`config.mk`:
```
export PLATFORM = sky130hd
export DESIGN_NAME = mlp_argmax
export DESIGN_NICKNAME = d
export VERILOG_FILES = /design/src/rtl/mlp_argmax.sv
export SDC_FILE = /design/constraint.sdc
export NUM_CORES = 1
export LEC_CHECK = 0
export ABC_CLOCK_PERIOD_IN_PS = 7900
export CORE_ASPECT_RATIO = 1.1
export CORE_UTILIZATION = 28
export CTS_BUF_LIST = sky130_fd_sc_hd__clkbuf_4
export DETAILED_ROUTE_END_ITERATION = 6
export PLACE_DENSITY = 0.46
export SYNTH_ARGS = -nofsm -noshare
export SYNTH_HDL_FRONTEND = slang
export SYNTH_SLANG_ARGS = --single-unit
export TNS_END_PERCENT = 50
```
`constraint.sdc`:
```
create_clock -name clk -period 7.9 [get_ports clk]
set_input_delay 1.975 -clock clk [delete_from_list [all_inputs] [get_ports clk]]
set_output_delay 1.975 -clock clk [all_outputs]
set_load 0.02 [all_outputs]
```
`src/rtl/mlp_argmax.sv`:
```
// Argmax stage for the MLP output vector: captures scores, scans one per cycle, hands off result.
// Optional second-max/margin logic is built when MLP_ARGMAX_MARGIN_EN is defined.
module mlp_argmax #(
   parameter int unsigned OUTPUT_WIDTH = 20,
   parameter int unsigned NUM_OUTPUTS  = 3,
   parameter int unsigned IDX_WIDTH    = 2
) (
   input  logic                                clk,
   input  logic                                rst_n,
   input  logic                                in_valid,
   input  logic [OUTPUT_WIDTH*NUM_OUTPUTS-1:0] in_data,
   output logic                                in_ready,
   output logic                                out_valid,
   input  logic                                out_ready,
   output logic [IDX_WIDTH-1:0]                out_idx,
   output logic [OUTPUT_WIDTH-1:0]             out_max,
   output logic [OUTPUT_WIDTH-1:0]             out_margin,
   output logic                                drop_err
);

   typedef enum logic [1:0] {StIdle, StScan, StHold} state_e;

   state_e                              state_q;
   logic [OUTPUT_WIDTH*NUM_OUTPUTS-1:0] buf_q;
   logic [OUTPUT_WIDTH-1:0]             best_q;
   logic [IDX_WIDTH-1:0]                idx_q;
   logic [IDX_WIDTH-1:0]                cnt_q;

   logic [OUTPUT_WIDTH-1:0]             elem;
   logic                                gt_best;
   logic                                last;
   logic [OUTPUT_WIDTH-1:0]             nxt_best;
   logic [IDX_WIDTH-1:0]                nxt_idx;

   assign in_ready = (state_q == StIdle);
   assign last     = (cnt_q == IDX_WIDTH'(NUM_OUTPUTS - 1));

   always_comb begin
      elem = '0;
      for (int i = 0; i < int'(NUM_OUTPUTS); i++) begin
         if (cnt_q == IDX_WIDTH'(i)) elem = buf_q[i*OUTPUT_WIDTH +: OUTPUT_WIDTH];
      end
      // Strict greater-than: ties keep the lower index.
      gt_best  = $signed(elem) > $signed(best_q);
      nxt_best = gt_best ? elem : best_q;
      nxt_idx  = gt_best ? cnt_q : idx_q;
   end

`ifdef MLP_ARGMAX_MARGIN_EN
   logic [OUTPUT_WIDTH-1:0] second_q;
   logic [OUTPUT_WIDTH-1:0] margin_q;
   logic [OUTPUT_WIDTH-1:0] nxt_second;
   logic [OUTPUT_WIDTH:0]   diff;
   logic [OUTPUT_WIDTH-1:0] nxt_margin;

   always_comb begin
      if (gt_best) begin
         nxt_second = best_q;
      end else if ($signed(elem) > $signed(second_q)) begin
         nxt_second = elem;
      end else begin
         nxt_second = second_q;
      end
      diff = {nxt_best[OUTPUT_WIDTH-1], nxt_best} - {nxt_second[OUTPUT_WIDTH-1], nxt_second};
      // diff is never negative, so any of the top two bits set means it exceeds the max positive.
      if (diff[OUTPUT_WIDTH] || diff[OUTPUT_WIDTH-1]) begin
         nxt_margin = {1'b0, {(OUTPUT_WIDTH-1){1'b1}}};
      end else begin
         nxt_margin = diff[OUTPUT_WIDTH-1:0];
      end
   end

   always_ff @(posedge clk or negedge rst_n) begin
      if (!rst_n) begin
         second_q <= '0;
         margin_q <= '0;
      end else begin
         if (state_q == StIdle && in_valid) begin
            second_q <= {1'b1, {(OUTPUT_WIDTH-1){1'b0}}};
         end else if (state_q == StScan) begin
            second_q <= nxt_second;
            if (last) margin_q <= nxt_margin;
         end
      end
   end

   assign out_margin = margin_q;
`else
   assign out_margin = '0;
`endif

   always_ff @(posedge clk or negedge rst_n) begin
      if (!rst_n) begin
         state_q   <= StIdle;
         buf_q     <= '0;
         best_q    <= '0;
         idx_q     <= '0;
         cnt_q     <= '0;
         out_valid <= 1'b0;
         out_idx   <= '0;
         out_max   <= '0;
         drop_err  <= 1'b0;
      end else begin
         if (in_valid && state_q != StIdle) drop_err <= 1'b1;
         unique case (state_q)
            StIdle: begin
               if (in_valid) begin
                  buf_q   <= in_data;
                  best_q  <= in_data[OUTPUT_WIDTH-1:0];
                  idx_q   <= '0;
                  cnt_q   <= IDX_WIDTH'(1);
                  state_q <= StScan;
               end
            end
            StScan: begin
               best_q <= nxt_best;
               idx_q  <= nxt_idx;
               cnt_q  <= cnt_q + IDX_WIDTH'(1);
               if (last) begin
                  out_idx   <= nxt_idx;
                  out_max   <= nxt_best;
                  out_valid <= 1'b1;
                  state_q   <= StHold;
               end
            end
            StHold: begin
               if (out_ready) begin
                  out_valid <= 1'b0;
                  state_q   <= StIdle;
               end
            end
            default: state_q <= StIdle;
         endcase
      end
   end

endmodule

```
==> results of run 1 <==
[state kept, by name, indices dropped and copies added, names as in the netlist]
name / count
buf_q: 60
best_q: 20
out_max: 20
cnt_q: 2
idx_q: 2
out_idx: 2
state_q: 2
drop_err: 1
out_valid: 1
[cells in the final DEF (no fill, tap or decap), drive strengths merged]
cell type and instances:
dfrtp 110, and4 2, clkdlybuf4s50 87, bufinv 1, and2 4, nor2 46
clkbuf 9, clkinv 4, o31ai 2, nand3 5, clkinvlp 2, nand2b 1
buf 10, inv 24, a21boi 1, a21oi 53, mux2i 24, nor3 1
nor4bb 1, o21ai 25, nand2 170, nand4 3, a21o 22, and3 20
nor2b 2, ha 23, conb 20, diode 1, a221o 21, a2111oi 1
[synthesized netlist by cell type, drive strengths merged]
cell type / number / area (µm²)
nand2: 170 / 638
dfrtp: 110 / 2750
a21oi: 53 / 265
nor2: 46 / 173
clkbuf: 30 / 113
buf: 28 / 205
o21ai: 25 / 125
inv: 24 / 90.1
mux2i: 24 / 253
ha: 23 / 288
a21o: 22 / 165
a221o: 21 / 210
and3: 20 / 125
nand3: 5 / 25.0
and2: 4 / 27.5
nand4: 3 / 18.8
and4: 2 / 17.5
nor2b: 2 / 12.5
o31ai: 2 / 15.0
a2111oi: 1 / 27.5
a21boi: 1 / 7.51
conb: 1 / 3.75
nand2b: 1 / 6.26
nor3: 1 / 5.00
nor4bb: 1 / 10.0
[power groups by stage]
stage / Sequential, µW / Clock [µW] / Combinational [µW]
floorplan: 1040 / 0 / 1300
global placement: 1010 / 0 / 1820
detailed placement: 1020 / 0 / 1850
CTS: 1010 / 309 / 1860
global route: 1040 / 326 / 2030
finish: 1010 / 293 / 1840
[kinds of logic after synthesis]
family,share of synthesized area [%]
AND/OR/NAND/NOR,19.0
multiplexers,4.53
flip-flops,49.3
buffers and inverters,7.31
adder cells (fa/ha/maj),5.16
AO/OA/AOI/OAI,14.6
other,0.0672
[per-stage QoR]
stage | instances | utilization, % | hold slack [ns] | power (µW) | cell area (µm²)
floorplan | 639 | - | 0.446 | 2340 | 5650
global placement | 925 | 34.2 | 0.450 | 2830 | 6590
detailed placement | 925 | 34.2 | 0.460 | 2870 | 6590
CTS | 941 | 34.9 | 0.501 | 3180 | 6730
global route | 942 | 34.9 | 0.516 | 3400 | 6740
finish | 942 | 34.9 | 0.496 | 3140 | 6740
[worst paths after layout]
kind                                from          end  cells past startpoint
worst max-delay path            cnt_q[0]   best_q[11]                     15
min in group asynchronous          rst_n  out_max[13]                      1
worst max register to register  cnt_q[0]   best_q[11]                     15
worst min register to register  drop_err     drop_err                      1
worst min-delay path            drop_err     drop_err                      1
max in group asynchronous          rst_n    buf_q[52]                      2
[worst max-delay path, cell delays in order, from the launching register on]
cell       delay [ns]
dfrtp_1          0.48
inv_1            0.11
ha_1             0.71
nand2_1          0.14
nor2_1           0.13
a21oi_1          0.04
o21ai_0          0.42
ha_1             0.36
and4_1           0.22
a221o_1          0.35
a2111oi_4        0.43
mux2i_4          0.61
buf_4            0.37
a21oi_1          0.10
buf_4            0.24
a221o_1          0.32
[final cells by class]
| type | count | area [µm²] |
|---|---|---|
| Inverter | 24 | 90.1 |
| Fill cell | 2006 | 12600 |
| Clock buffer | 9 | 67.6 |
| Multi-Input combinational cell | 447 | 2490 |
| Antenna cell | 1 | 2.50 |
| Sequential cell | 110 | 2750 |
| Clock inverter | 7 | 75.1 |
| Tap cell | 247 | 309 |
| Timing Repair Buffer | 97 | 946 |
[layer usage]
layer | track usage, % | vias to the layer above
met5 | 0 | -
met4 | 5.33 | 0
met3 | 1.42 | 13
met2 | 22.1 | 90
met1 | 23.0 | 2050
li1 | - | 2179
==> flow_summary.yaml, run 1 <==
worst_setup_path:
  endpoint_kind: "flip-flop"
  startpoint_type: "flip-flop"
  cp.arrival_ns: 5.53
  crit_type: "reg2reg"
  rrSetupSlack_ns: 2.75
  cp.required_ns: 8.28
  cp_max_fo: 20
routing:
  met2_length_um: 6530
  wl_per_cell_um: 15.8
  vias: 4332
  dr.pass1.iters: 4
  drt_iter0_markers: 203
  final_antenna_net_count: 0
  wl_met1_um: 7740
  routed_via_density: 4.60
  top_layer: "met4"
  drc: 0
  met3_length_um: 398
  wirelength_um: 14900
placed_design:
  dp_hpwl_um: 10600
  place_congestion: 0.785
  dp_worst_setup_slack_ns: 2.75
  port-buffer-count: 88
timing:
  period_share_pct: 65.2
  slew_headroom_pct: 16.2
  final_max_slew_viol_count: 0
  setup_violations: 0
  setup_ws_ns: 2.75
  tns_ns: 0
  fmax_mhz: 194
  layout_min_cycle_time_ns: 5.15
  fin_skew_ns: 0.0168
  rsz0062_at_grt: "false"
  worst_pin_slew_ns: 1.25
  hold_viol_final: 0
clock_network:
  cts_sinks: 110
  cts_resized: 0
  cts_buffers: 9
  tritoncts: "yes"
  clock_latency_ns: 0.48
  cts_setup_buffers: 0
  root_buffer: "clkbuf_4"
  cts-hold-fix-buffers: 0
  clk_path_buf_depth: 2
  clk_pin_slew_ns: 0.17
  cts_max_level: 3
floorplan:
  rows: 53
  die-area_um2: 20500
  die_x_um: 137
  start_util_pct: 28.9
  core_um2: 19300
  die_h_um: 150
  ios: 109
finish:
  drive_gt1_share_pct: 4.18
  finish.net_count: 776
  syn_to_final_growth_pct: 20.7
pwr:
  switching_share_pct: 46.1
  power_switching_uw: 1450
  vdd_drop_max_uv: 166
  comb_power_share_pct: 58.6
  leakage_uw: 0.00328
  power_density_nw_per_um2: 466
  power.share.sequential_pct: 32.0
  intPower_uw: 1690
  p_clk_share_pct: 9.3
synth:
  synth_cell_types: 31
  synth_seq_area_share_pct: 49.3
  ys_seq_elements: 110
  avgSynthCellArea_um2: 9.00
  synthesis.instances: 620
  yosysWarnings: 0
  synth.cell_area_um2: 5580
global_route:
  grt_max_degree: 78
  grt.overflow.total: 0
  grt_pass1_wl_um: 23500
  track_usage_pct: 15.1
  grt_pass1_vias: 4166
  antenna_found_initial: 1
min_path:
  hp-class: "reg2reg"
status:
  run_status: "finished, final reports clean"
flow_run:
  max_cap_viol_count: 0
(Power assumes the default switching activity.)
==> run 2, diff against run 1 <==
Settings changed: ABC_CLOCK_PERIOD_IN_PS 7900 to 4200, PLACE_DENSITY 0.46 to 0.48.
Clock period 7.9 ns to 4.2 ns, I/O delays scaled along.
==> run 2 against run 1 <==
Compared with the run above: final cell count up 2.3%; utilization rose by 0.96 points; sequential share of layout area down 1.1 points; via count increased by 2.4%; sequential power grew 86%; setup slack lost 2.5 ns; clock power grew 51%; first-iteration DRC count rose by 29%; largest power group unchanged.
==> flow_summary.yaml, run 2 (synthesized netlist as in run 1, its figures left out) <==
timing:
  layout_min_cycle_time_ns: 3.96
  hold_viol_final: 0
  setup_ws_ns: 0.239
  rsz0062_at_grt: "false"
  final_max_slew_viol_count: 0
  period_share_pct: 94.3
  worst_pin_slew_ns: 0.754
  fmax_mhz: 252
  fin_skew_ns: 0.0179
  setup_violations: 0
  slew_headroom_pct: 49.5
placed_design:
  dp_cells: 949
  dp_hpwl_um: 10700
  dp_worst_setup_slack_ns: -0.0730
  port-buffer-count: 88
  place_congestion: 0.866
routing:
  wl_per_cell_um: 14.9
  wirelength_um: 14300
  final_antenna_net_count: 0
  routed_via_density: 4.60
  drc: 0
  dr.pass1.iters: 4
  vias: 4436
  drt_iter0_markers: 261
floorplan:
  die_h_um: 150
  rows: 53
  start_util_pct: 28.9
  die_x_um: 137
  core_um2: 19300
  ios: 109
  die-area_um2: 20500
finish:
  layout_commonest_cell: "nand2_1"
  final_core_util_pct: 35.9
  final_cell_mix: "nand2_1, dfrtp_1, clkdlybuf4s50_1"
  regMostFlops: "buf_q"
  drive_gt1_share_pct: 7.12
  finish.net_count: 800
  syn_to_final_growth_pct: 24.0
  largest_reg_flops: 60
  reg.largest.list: "buf_q: 60 flops, best_q: 20 flops, out_max: 20 flops"
  final_cells: 964
worst_setup_path:
  crit_type: "reg2reg"
  slowest_delay_ns: 0.47
  startpoint_type: "flip-flop"
  r2r-end: "idx_q[0]"
  critPathLaunch: "cnt_q[0]"
  cp_max_fo: 40
  r2r_start: "cnt_q[0]"
  cp.required_ns: 4.53
  endpoint: "idx_q[0]"
  cp.arrival_ns: 4.30
  rrSetupSlack_ns: 0.24
  crit_family: "compound AO/OA/AOI/OAI gates"
  crit_cells: 14
  crit_chain: "inv_1 > ha_1 > buf_12 > nand2_1 > o21ai_1 > ha_1 > a21oi_1 > o21ai_1 > a221o_1 > a2111oi_4 > mux2i_4 > buf_12 > and2_4 > o21ai_0"
  crit_buf_inv: 3
  endpoint_kind: "flip-flop"
  cpMaxStageDelayCell: "dfrtp_1"
  r2r_cells: 14
clock_network:
  cts_sinks: 110
  cts_buffers: 9
  cts_setup_buffers: 0
  clk_path_buf_depth: 2
  root_buffer: "clkbuf_4"
  tritoncts: "yes"
  cts_max_level: 3
  clk_pin_slew_ns: 0.16
  cts-hold-fix-buffers: 0
  clock_latency_ns: 0.46
global_route:
  track_usage_pct: 14.6
  grt_pass1_wl_um: 23100
  antenna_found_initial: 1
  grt_max_degree: 63
  grt.overflow.total: 0
  grt_pass1_vias: 4370
flow_run:
  max_cap_viol_count: 0
status:
  run_status: "finished, final reports clean"
pwr:
  leakage_uw: 0.00341
  vdd_drop_max_uv: 552
  power_density_nw_per_um2: 885
min_path:
  hp-class: "reg2reg"
-- run 2: worst min-delay path by stage --
stage               startpoint         to  depth (start not counted)
finish                drop_err   drop_err                          1
global route          drop_err   drop_err                          1
CTS                   drop_err   drop_err                          1
detailed placement    drop_err   drop_err                          1
global placement      drop_err   drop_err                          1
floorplan            buf_q[58]  buf_q[58]                          2
-- run 2: report_power, final --
part	internal [µW]	total, µW	leakage (µW)	switching (µW)
clock network	117	443	0.0000546	326
registers	1570	1880	0.00135	309
logic	1730	3800	0.00200	2080
-- run 2: per-stage QoR --
step	hold WS, ns	cell area, µm²	total power, µW	TNS, ns
after CTS	0.497	6910	6190	0
after global routing	0.504	6920	6680	0
after floorplan	0.446	5650	4400	0
final	0.490	6920	6120	0
after global placement	0.452	6820	5650	0
after detailed placement	0.455	6820	5730	-1.18
-- run 2: metal layers --
metal  wire length [µm]  GRT usage (%)  vias to the layer above  share of wire [%]
li1                   -              -                     2219                  -
met1               7160           21.2                     2097                 50
met2               6310           22.1                      109                 44
met3                654           2.57                       11                4.6
met4                207           4.39                        0                1.4
met5                  0              0                        -                  0
-- run 2: what timing repair did --
item	CTS	global route
gates resized for setup	1	6
endpoints found under the setup margin	31	44
pin swaps	0	0
-- run 2: area by class of cell --
type | count | area [µm²]
antenna | 1 | 2.50
clock buffer | 10 | 75.1
clock inverter | 4 | 16.3
fill | 1987 | 12400
inverter | 24 | 90.1
multi-input combinational | 447 | 2500
sequential | 110 | 2750
tap | 247 | 309
timing repair buffer | 121 | 1180
==> run 3, diff against run 2 <==
Settings changed: CTS_CLUSTER_DIAMETER from default to 30.
==> results of run 3 <==
Same layout as run 2: the final DEF is identical, and so are final timing and power.
